<file path="src/rtl/ser_pkg.sv">
// ---------------------------------------------------------------------------
// ser_pkg
// Shared types and helpers for the parallel-to-serial transmit path.
//   ser_state_t : serializer FSM states (IDLE, SHIFT, DONE)
//   cnt_w()     : width of the bit counter for a given word width
//   PAR_EVEN / PAR_ODD : encodings of the par_type input
// ---------------------------------------------------------------------------
package ser_pkg;

    typedef enum logic [1:0] {
        IDLE  = 2'd0,
        SHIFT = 2'd1,
        DONE  = 2'd2
    } ser_state_t;

    localparam logic PAR_EVEN = 1'b0;
    localparam logic PAR_ODD  = 1'b1;

    // Counter width able to hold 0..data_w.
    function automatic int cnt_w(input int data_w);
        return $clog2(data_w + 1);
    endfunction

endpackage : ser_pkg

</file>
<file path="src/rtl/par_serializer.sv">
// ---------------------------------------------------------------------------
// par_serializer
// Parametrised parallel-to-serial converter. A word is accepted while the
// serializer is idle (or in its DONE cycle, for back-to-back words) and then
// shifted out one bit per clock in which ser_en is high, LSB- or MSB-first.
// A parity bit of the accepted word is registered at latch time.
//
// Parameters:
//   DATA_W     : word width, 2..32
//   IDLE_LEVEL : level driven on ser_data while idle
// Ports:
//   clk        : clock, rising edge
//   rst        : asynchronous reset, active low
//   data_valid : p_data valid (sampled only in IDLE or DONE)
//   p_data     : parallel word
//   msb_first  : 1 = send bit DATA_W-1 first, sampled with p_data
//   par_type   : 0 = even parity, 1 = odd parity, sampled with p_data
//   ser_en     : shift enable; low in SHIFT freezes everything
//   ser_data   : serial bit (registered)
//   ser_done   : high during the cycle the last bit is on ser_data
//   busy       : high while a word is in flight (SHIFT or DONE)
//   par_bit    : registered parity of the latched word
// ---------------------------------------------------------------------------
module par_serializer
    import ser_pkg::*;
#(
    parameter int   DATA_W     = 8,
    parameter logic IDLE_LEVEL = 1'b0
) (
    input  logic              clk,
    input  logic              rst,
    input  logic              data_valid,
    input  logic [DATA_W-1:0] p_data,
    input  logic              msb_first,
    input  logic              par_type,
    input  logic              ser_en,
    output logic              ser_data,
    output logic              ser_done,
    output logic              busy,
    output logic              par_bit
);

    localparam int CW = cnt_w(DATA_W);
    localparam logic [CW-1:0] LAST_IDX = CW'(DATA_W - 1);

    ser_state_t        state_q;
    logic [CW-1:0]     cnt_q;
    logic [DATA_W-1:0] shreg_q;
    logic              order_q;
    logic              ser_data_q;
    logic              par_q;

    // Combinational helpers feeding the registers.
    logic              accept;
    logic              par_d;
    logic [CW-1:0]     bit_idx;
    logic [DATA_W-1:0] shifted;
    logic              bit_d;

    // A new word is taken only when nothing is being shifted.
    assign accept = data_valid && ((state_q == IDLE) || (state_q == DONE));

    assign par_d = (^p_data) ^ (par_type == PAR_ODD);

    // Index of the bit to drive next; a right shift avoids an over-wide
    // part-select index when CW exceeds clog2(DATA_W).
    assign bit_idx = order_q ? (LAST_IDX - cnt_q) : cnt_q;
    assign shifted = shreg_q >> bit_idx;
    assign bit_d   = shifted[0];

    // NOTE: every register, including the shift register, is in the async
    // reset list so a mid-word reset discards the word completely; all state
    // updates use non-blocking assignments so the later accept branch can
    // cleanly override the per-state defaults within the same edge.
    always_ff @(posedge clk or negedge rst) begin
        if (!rst) begin
            state_q    <= IDLE;
            cnt_q      <= '0;
            shreg_q    <= '0;
            order_q    <= 1'b0;
            ser_data_q <= IDLE_LEVEL;
            par_q      <= 1'b0;
        end else begin
            case (state_q)
                IDLE: begin
                    ser_data_q <= IDLE_LEVEL;
                end
                SHIFT: begin
                    if (ser_en) begin
                        ser_data_q <= bit_d;
                        cnt_q      <= cnt_q + CW'(1);
                        if (cnt_q == LAST_IDX) begin
                            state_q <= DONE;
                        end
                    end
                end
                DONE: begin
                    // ser_en is ignored here; without a new word, return
                    // to idle. With a new word, ser_data keeps the last bit.
                    state_q    <= IDLE;
                    ser_data_q <= IDLE_LEVEL;
                    if (data_valid) begin
                        ser_data_q <= ser_data_q;
                    end
                end
                default: begin
                    state_q    <= IDLE;
                    ser_data_q <= IDLE_LEVEL;
                end
            endcase

            if (accept) begin
                shreg_q <= p_data;
                order_q <= msb_first;
                par_q   <= par_d;
                cnt_q   <= '0;
                state_q <= SHIFT;
            end
        end
    end

    assign ser_data = ser_data_q;
    assign par_bit  = par_q;
    assign ser_done = (state_q == DONE);
    assign busy     = (state_q != IDLE);

endmodule : par_serializer

</file>
<file path="config.mk">
export PLATFORM = sky130hd
export DESIGN_NAME = par_serializer
export DESIGN_NICKNAME = d
export VERILOG_FILES = /design/src/rtl/ser_pkg.sv /design/src/rtl/par_serializer.sv
export SDC_FILE = /design/constraint.sdc
export NUM_CORES = 1
export LEC_CHECK = 0
export CAP_MARGIN = 5
export CORE_MARGIN = 4
export CORE_UTILIZATION = 40
export DETAILED_ROUTE_END_ITERATION = 8
export PLACE_DENSITY = 0.75
export SYNTH_ARGS = -nofsm -noshare
export SYNTH_HDL_FRONTEND = slang
export SYNTH_SLANG_ARGS = --single-unit
</file>
<file path="constraint.sdc">
create_clock -name clk -period 1.7 [get_ports clk]
set_input_delay 0.34 -clock clk [delete_from_list [all_inputs] [get_ports clk]]
set_output_delay 0.34 -clock clk [all_outputs]
set_load 0.02 [all_outputs]
</file>
==> results of run 1 <==
[cell families after synthesis]
| kind of cell | after synthesis |
|---|---|
| fa+ha+maj | 1 |
| xor+xnor | 11 |
| simple gates | 14 |
| compound gates | 7 |
| buf+inv | 5 |
| flops | 17 |
| mux | 15 |
[per-stage QoR]
stage / instance area (µm²) / total power, mW / setup WS (ns)
finish: 1230 / 1.95 / -0.0654
global route: 1230 / 2.11 / -0.137
CTS: 1230 / 1.98 / -0.0753
detailed placement: 1190 / 1.75 / -0.120
global placement: 1190 / 1.71 / -0.0850
floorplan: 931 / 1.44 / -0.0465
[final cells by class]
class                           instances  area share (%)
Clock buffer                            4            2.13
Tap cell                               28            2.84
Multi-Input combinational cell         48            38.5
Inverter                                2           0.609
Timing Repair Buffer                   28            21.3
Sequential cell                        17            34.6
[routing by layer]
layer	global-route usage, %	wire [µm]	up-vias
met1	13.5	703	306
li1	-	-	308
met3	3.94	104	0
met2	20.7	883	17
met5	0	0	-
met4	3.05	0	0
[worst max-delay path, stage by stage (launching register included)]
cell and delay [ns]:
dfrtp_1 0.43, mux4_2 0.51, mux4_2 0.47, a32o_1 0.25
[cell usage after synthesis]
master	instances	area, µm²
o21ai_1	1	5.00
xnor2_1	7	61.3
and2_1	1	6.26
xor2_1	3	26.3
dfrtp_1	17	425
mux2_2	7	78.8
a22o_1	3	26.3
a32o_1	1	10.0
mux2_1	3	33.8
clkbuf_1	1	3.75
o2bb2ai_1	1	8.76
nor2b_1	1	6.26
a21bo_2	1	10.0
nand2b_1	1	6.26
nor2_1	4	15.0
xnor3_1	1	22.5
nand3_1	2	10.0
mux4_2	5	113
ha_1	1	12.5
and3_1	1	6.26
nand2_1	3	11.3
or2_2	1	6.26
buf_2	2	10.0
inv_2	1	3.75
inv_1	1	3.75
[final timing paths]
kind | from | to | slack (ns) | depth (start not counted)
max | order_q$_DFFE_PN0P_ | ser_data$_DFFE_PN0P_ | -0.07 | 3
min | rst | state_q[1]$_DFFE_PN0P_ | 0.38 | 2
max reg2reg | order_q$_DFFE_PN0P_ | ser_data$_DFFE_PN0P_ | -0.07 | 3
min reg2reg | cnt_q[3]$_DFFE_PN0P_ | state_q[1]$_DFFE_PN0P_ | 0.49 | 1
max in group asynchronous | rst | cnt_q[1]$_DFFE_PN0P_ | 1.12 | 2
min in group clk | cnt_q[3]$_DFFE_PN0P_ | state_q[1]$_DFFE_PN0P_ | 0.49 | 1
[placed cells by master, fill, tap and decap left out, types with 2 or more instances in the layout]
master / instances
mux2_2: 7
clkdlybuf4s50_1: 15
nand3_1: 2
buf_4: 10
clkbuf_4: 3
xor2_1: 3
mux4_2: 5
a22o_1: 3
mux2_1: 3
dlygate4sd2_1: 2
nand2_1: 3
dfrtp_1: 16
xnor2_1: 7
nor2_1: 4
[sequential cells by signal (all words and copies together), names as in the netlist]
| register | cells |
|---|---|
| par_bit | 1 |
| shreg_q | 8 |
| cnt_q | 4 |
| state_q | 2 |
| ser_data | 1 |
| order_q | 1 |
[report_power, final]
group          switching (mW)  internal, mW
sequential              0.175         0.595
combinational           0.318         0.655
clock                   0.114        0.0909
[repair_timing]
item,4_1_cts,5_1_grt
setup buffers,1,1
resized for setup,3,0
hold endpoints to repair,0,0
cloned,0,0
setup endpoints to repair,3,2
==> flow_summary_export.csv, run 1 <==
group,metric,value,unit
outcome,status,"complete, but fails checks",
outcome,violations,"setup timing",
timing,final_hold_viol_count,0,
synthesis,synth_top_family_by_area,"multiplexers",
power_and_ir_drop,p_leak,0.539,nW
timing,finalWorstSetupSlack,-0.0654,ns
min_path,worstHoldPathType,"primary input to asynchronous set/reset pin",
floorplan,die_area,3140,µm²
worst_setup_path,crit_arrival,1.94,ns
synthesis,ys_warn_count,0,
drt,vias,631,
floorplan,start_util,41.7,%
synthesis,synthCells,70,
cts,cts_buffer_depth,2,
drt,drc,0,
floorplan,die-width,56.0,µm
synthesis,syn_area_per_cell,13.2,µm²
grt,grt_first_pass_wirelength,2.89,mm
timing,worstMarginPinSlew,0.248,ns
synthesis,synthAdderAreaFrac,1.36,%
timing,rsz0062_at_grt,"yes",
timing,min_period,1.77,ns
cts,holdBufCountCts,0,
cells_and_area,synthToLayoutAreaGrowth,33.8,%
cts,cts-root-buf,"clkbuf_4",
grt,antenna_found_initial,0,
timing,clock.fmax,566,MHz
cts,clkLatencyLatePin,0.28,ns
synthesis,synth_seq_area_share,46.1,%
synthesis,netlist_area,922,µm²
synthesis,synth_nets,85,
drt,antenna_left,0,
power_and_ir_drop,ir_worst_vdd,0.869,mV
synthesis,synth_simple_gate_area_share,7.33,%
place,dp_cells,121,
cts,cts-htree-levels,1,
grt,groute.usage.overall,11.8,%
cells_and_area,utilization,55.8,%
timing,fin_crit_sh,104,%
synthesis,synth_compound_area_share,6.51,%
floorplan,rows,17,
timing,fin_hold_ws,0.378,ns
cells_and_area,stdcell_count,127,
drt,wl,1.69,mm
place,port_buffers,17,
cells_and_area,drive_gt1_share,30.3,%
drt,vias_per_cell,4.97,
timing,fin_skew,0.00251,ns
cts,cts_tree,"built",
timing,slew_viol_final,0,
worst_setup_path,cp-end-kind,"flip-flop",
worst_setup_path,crit_fanout,4,
floorplan,die_h,56.0,µm
timing,final.setup.tns,-0.0654,ns
floorplan,num_io_pins,18,
cts,cts_buffers,3,
synthesis,synthMuxAreaShare,24.4,%
place,dp_hpwl,1.35,mm
synthesis,synth_xor_area_share,11.9,%
place,place.gp.congestion,0.698,
grt,grt.overflow.total,0,
cells_and_area,fill_cells,213,
job,cap_violations,0,
cells_and_area,antenna_cells,0,
floorplan,core-area,2210,µm²
synthesis,ys_ff_latch,17,
worst_setup_path,critical_path_class,"flip-flop to flip-flop",
synthesis,yosysUniqueCellTypes,25,
drt,first_pass_iters,3,
grt,grt_max_degree,18,
drt,initialDrtViolationCount,3,
worst_setup_path,worst_ep_required_time,1.87,ns
cells_and_area,final_nets,115,
drt,wire_per_inst,13.3,µm
cts,path_clk_slew,0.09,ns
timing,relSlewSlack,83.5,%
power_and_ir_drop,power_density,1580,nW/µm²
cells_and_area,regArea,427,µm²
cells_and_area,multi_input_area,475,µm²
grt,grt_pass1_vias,677,
timing,finalSetupViolations,1,
worst_setup_path,startpoint_type,"flip-flop",
cts,clock_sinks,17,
(Power assumes the default switching activity.)
==> run 2, diff against run 1 <==
--- a/config.mk
+++ b/config.mk
@@ -10,6 +10,7 @@
 export CORE_UTILIZATION = 40
 export DETAILED_ROUTE_END_ITERATION = 8
 export PLACE_DENSITY = 0.75
+export SKIP_LAST_GASP = 1
 export SYNTH_ARGS = -nofsm -noshare
 export SYNTH_HDL_FRONTEND = slang
 export SYNTH_SLANG_ARGS = --single-unit
==> results of run 2 <==
Final layout, timing and power as in run 1 (identical DEF).
==> run 3, diff against run 2 <==
--- a/config.mk
+++ b/config.mk
@@ -6,10 +6,13 @@
 export NUM_CORES = 1
 export LEC_CHECK = 0
 export CAP_MARGIN = 5
+export CELL_PAD_IN_SITES_DETAIL_PLACEMENT = 1
+export CELL_PAD_IN_SITES_GLOBAL_PLACEMENT = 1
 export CORE_MARGIN = 4
-export CORE_UTILIZATION = 40
+export CORE_UTILIZATION = 36
+export CTS_CLUSTER_DIAMETER = 100
 export DETAILED_ROUTE_END_ITERATION = 8
-export PLACE_DENSITY = 0.75
+export PLACE_DENSITY = 0.81
 export SKIP_LAST_GASP = 1
 export SYNTH_ARGS = -nofsm -noshare
 export SYNTH_HDL_FRONTEND = slang
==> flow_summary_export.csv, run 3 (synthesized netlist as in run 1, its figures left out) <==
group,metric,value,unit
outcome,violations,"setup timing",
timing,fin_crit_sh,104,%
drt,first_pass_iters,2,
drt,wire_per_inst,15.2,µm
cts,cts-root-buf,"clkbuf_4",
place,dpl-instance-area,1180,µm²
timing,worstMarginPinSlew,0.255,ns
drt,vias,654,
timing,rsz0062_at_grt,"yes",
worst_setup_path,critical_path_class,"flip-flop to flip-flop",
floorplan,die_area,3440,µm²
timing,fin_hold_ws,0.375,ns
floorplan,rows,18,
cts,holdBufCountCts,0,
grt,antenna_found_initial,0,
worst_setup_path,crit_arrival,1.95,ns
timing,clock.fmax,563,MHz
worst_setup_path,cp-end-kind,"flip-flop",
power_and_ir_drop,report.power.total,1.96,mW
job,cap_violations,0,
cells_and_area,synthToLayoutAreaGrowth,31.3,%
floorplan,die-width,58.6,µm
place,place.gp.congestion,0.692,
drt,vias_per_cell,5.15,
cts,clock_sinks,17,
timing,fin_skew,0.00634,ns
cells_and_area,antenna_cells,0,
cells_and_area,largest_reg_flops,8,
timing,relSlewSlack,83.0,%
min_path,worstHoldPathType,"primary input to asynchronous set/reset pin",
power_and_ir_drop,power_density,1620,nW/µm²
place,port_buffers,17,
cells_and_area,reg.largest.list,"shreg_q: 8 flops, cnt_q: 4 flops, state_q: 2 flops",
timing,final_hold_viol_count,0,
grt,groute.usage.overall,12.4,%
drt,drc,0,
cells_and_area,top_register,"shreg_q",
floorplan,num_io_pins,18,
cts,cts_buffers,3,
cts,clkLatencyLatePin,0.28,ns
cts,cts_buffer_depth,2,
power_and_ir_drop,ir_worst_vdd,0.746,mV
floorplan,start_util,37.6,%
drt,antenna_left,0,
cells_and_area,utilization,49.3,%
worst_setup_path,worst_ep_required_time,1.88,ns
worst_setup_path,startpoint_type,"flip-flop",
grt,grt.overflow.total,0,
grt,grt_max_degree,18,
outcome,status,"complete, but fails checks",
place,dp_hpwl,1.56,mm
power_and_ir_drop,p_leak,0.522,nW
grt,grt_first_pass_wirelength,3.19,mm
cells_and_area,stdcell_count,127,
grt,grt_pass1_vias,701,
floorplan,core-area,2450,µm²
drt,initialDrtViolationCount,12,
place,dp_cells,122,
timing,min_period,1.78,ns
cells_and_area,final_nets,113,
floorplan,die_h,58.6,µm
drt,wl,1.93,mm
cells_and_area,drive_gt1_share,29.9,%
place,dp_slack,-0.188,ns
timing,slew_viol_final,0,
cts,path_clk_slew,0.09,ns
timing,finalSetupViolations,1,
timing,final.setup.tns,-0.0764,ns
cts,cts-htree-levels,1,
timing,finalWorstSetupSlack,-0.0764,ns
cts,cts_tree,"built",
worst_setup_path,crit_fanout,5,
cells_and_area,design_area,1210,µm²
cells_and_area,layout_common_cells,"dfrtp_1 (15), clkdlybuf4s50_1 (15), buf_4 (9)",
==> run 3: changes by cell type in the layout (fill, tap and decap cells not counted) <==
cell             delta
buf_12              -1
dfrtp_2             +1
dfrtp_1             -1
clkdlybuf4s15_1     +1
buf_4               -1
dlygate4sd2_1       -1
==> run 3: repair_timing <==
action,4_1_cts,5_1_grt
setup endpoints to repair,3,2
buffers inserted,0,1
gates resized for setup,4,1
==> run 3: metal layers <==
| metal | up-vias | share of wire [%] | track usage, % | wire [µm] |
|---|---|---|---|---|
| li1 | 306 | - | - | - |
| met1 | 331 | 39 | 14.4 | 750 |
| met2 | 15 | 56 | 22.5 | 1080 |
| met3 | 2 | 4.4 | 2.19 | 85 |
| met4 | 0 | 0.62 | 4.85 | 12 |
| met5 | - | 0 | 0 | 0 |
==> run 3: final cells by class <==
class / count / area [µm²]
clock buffer: 4 / 26.3
tap: 30 / 37.5
timing repair buffer: 26 / 236
fill: 264 / 1240
inverter: 2 / 7.51
sequential: 17 / 428
multi-input combinational: 48 / 475
==> run 3: final timing paths <==
check / startpoint / cells after the start / slack (ns) / end
max: cnt_q[1]$_DFFE_PN0P_ / 3 / -0.08 / ser_data$_DFFE_PN0P_
min: rst / 2 / 0.38 / ser_data$_DFFE_PN0P_
min reg2reg: cnt_q[3]$_DFFE_PN0P_ / 1 / 0.48 / state_q[1]$_DFFE_PN0P_
max reg2reg: cnt_q[1]$_DFFE_PN0P_ / 3 / -0.08 / ser_data$_DFFE_PN0P_
min in group clk: cnt_q[3]$_DFFE_PN0P_ / 1 / 0.48 / state_q[1]$_DFFE_PN0P_
max in group asynchronous: rst / 2 / 1.12 / cnt_q[1]$_DFFE_PN0P_
==> run 3: where the power goes <==
part           switching (mW)  internal (mW)  total (mW)
logic                   0.339          0.636       0.976
registers               0.184          0.597       0.781
clock network           0.114         0.0910       0.205
==> run 3: critical path: stages (launching register included) <==
cell and delay, ns:
dfrtp_2 0.44, mux4_2 0.51, mux4_2 0.47, a32o_1 0.26
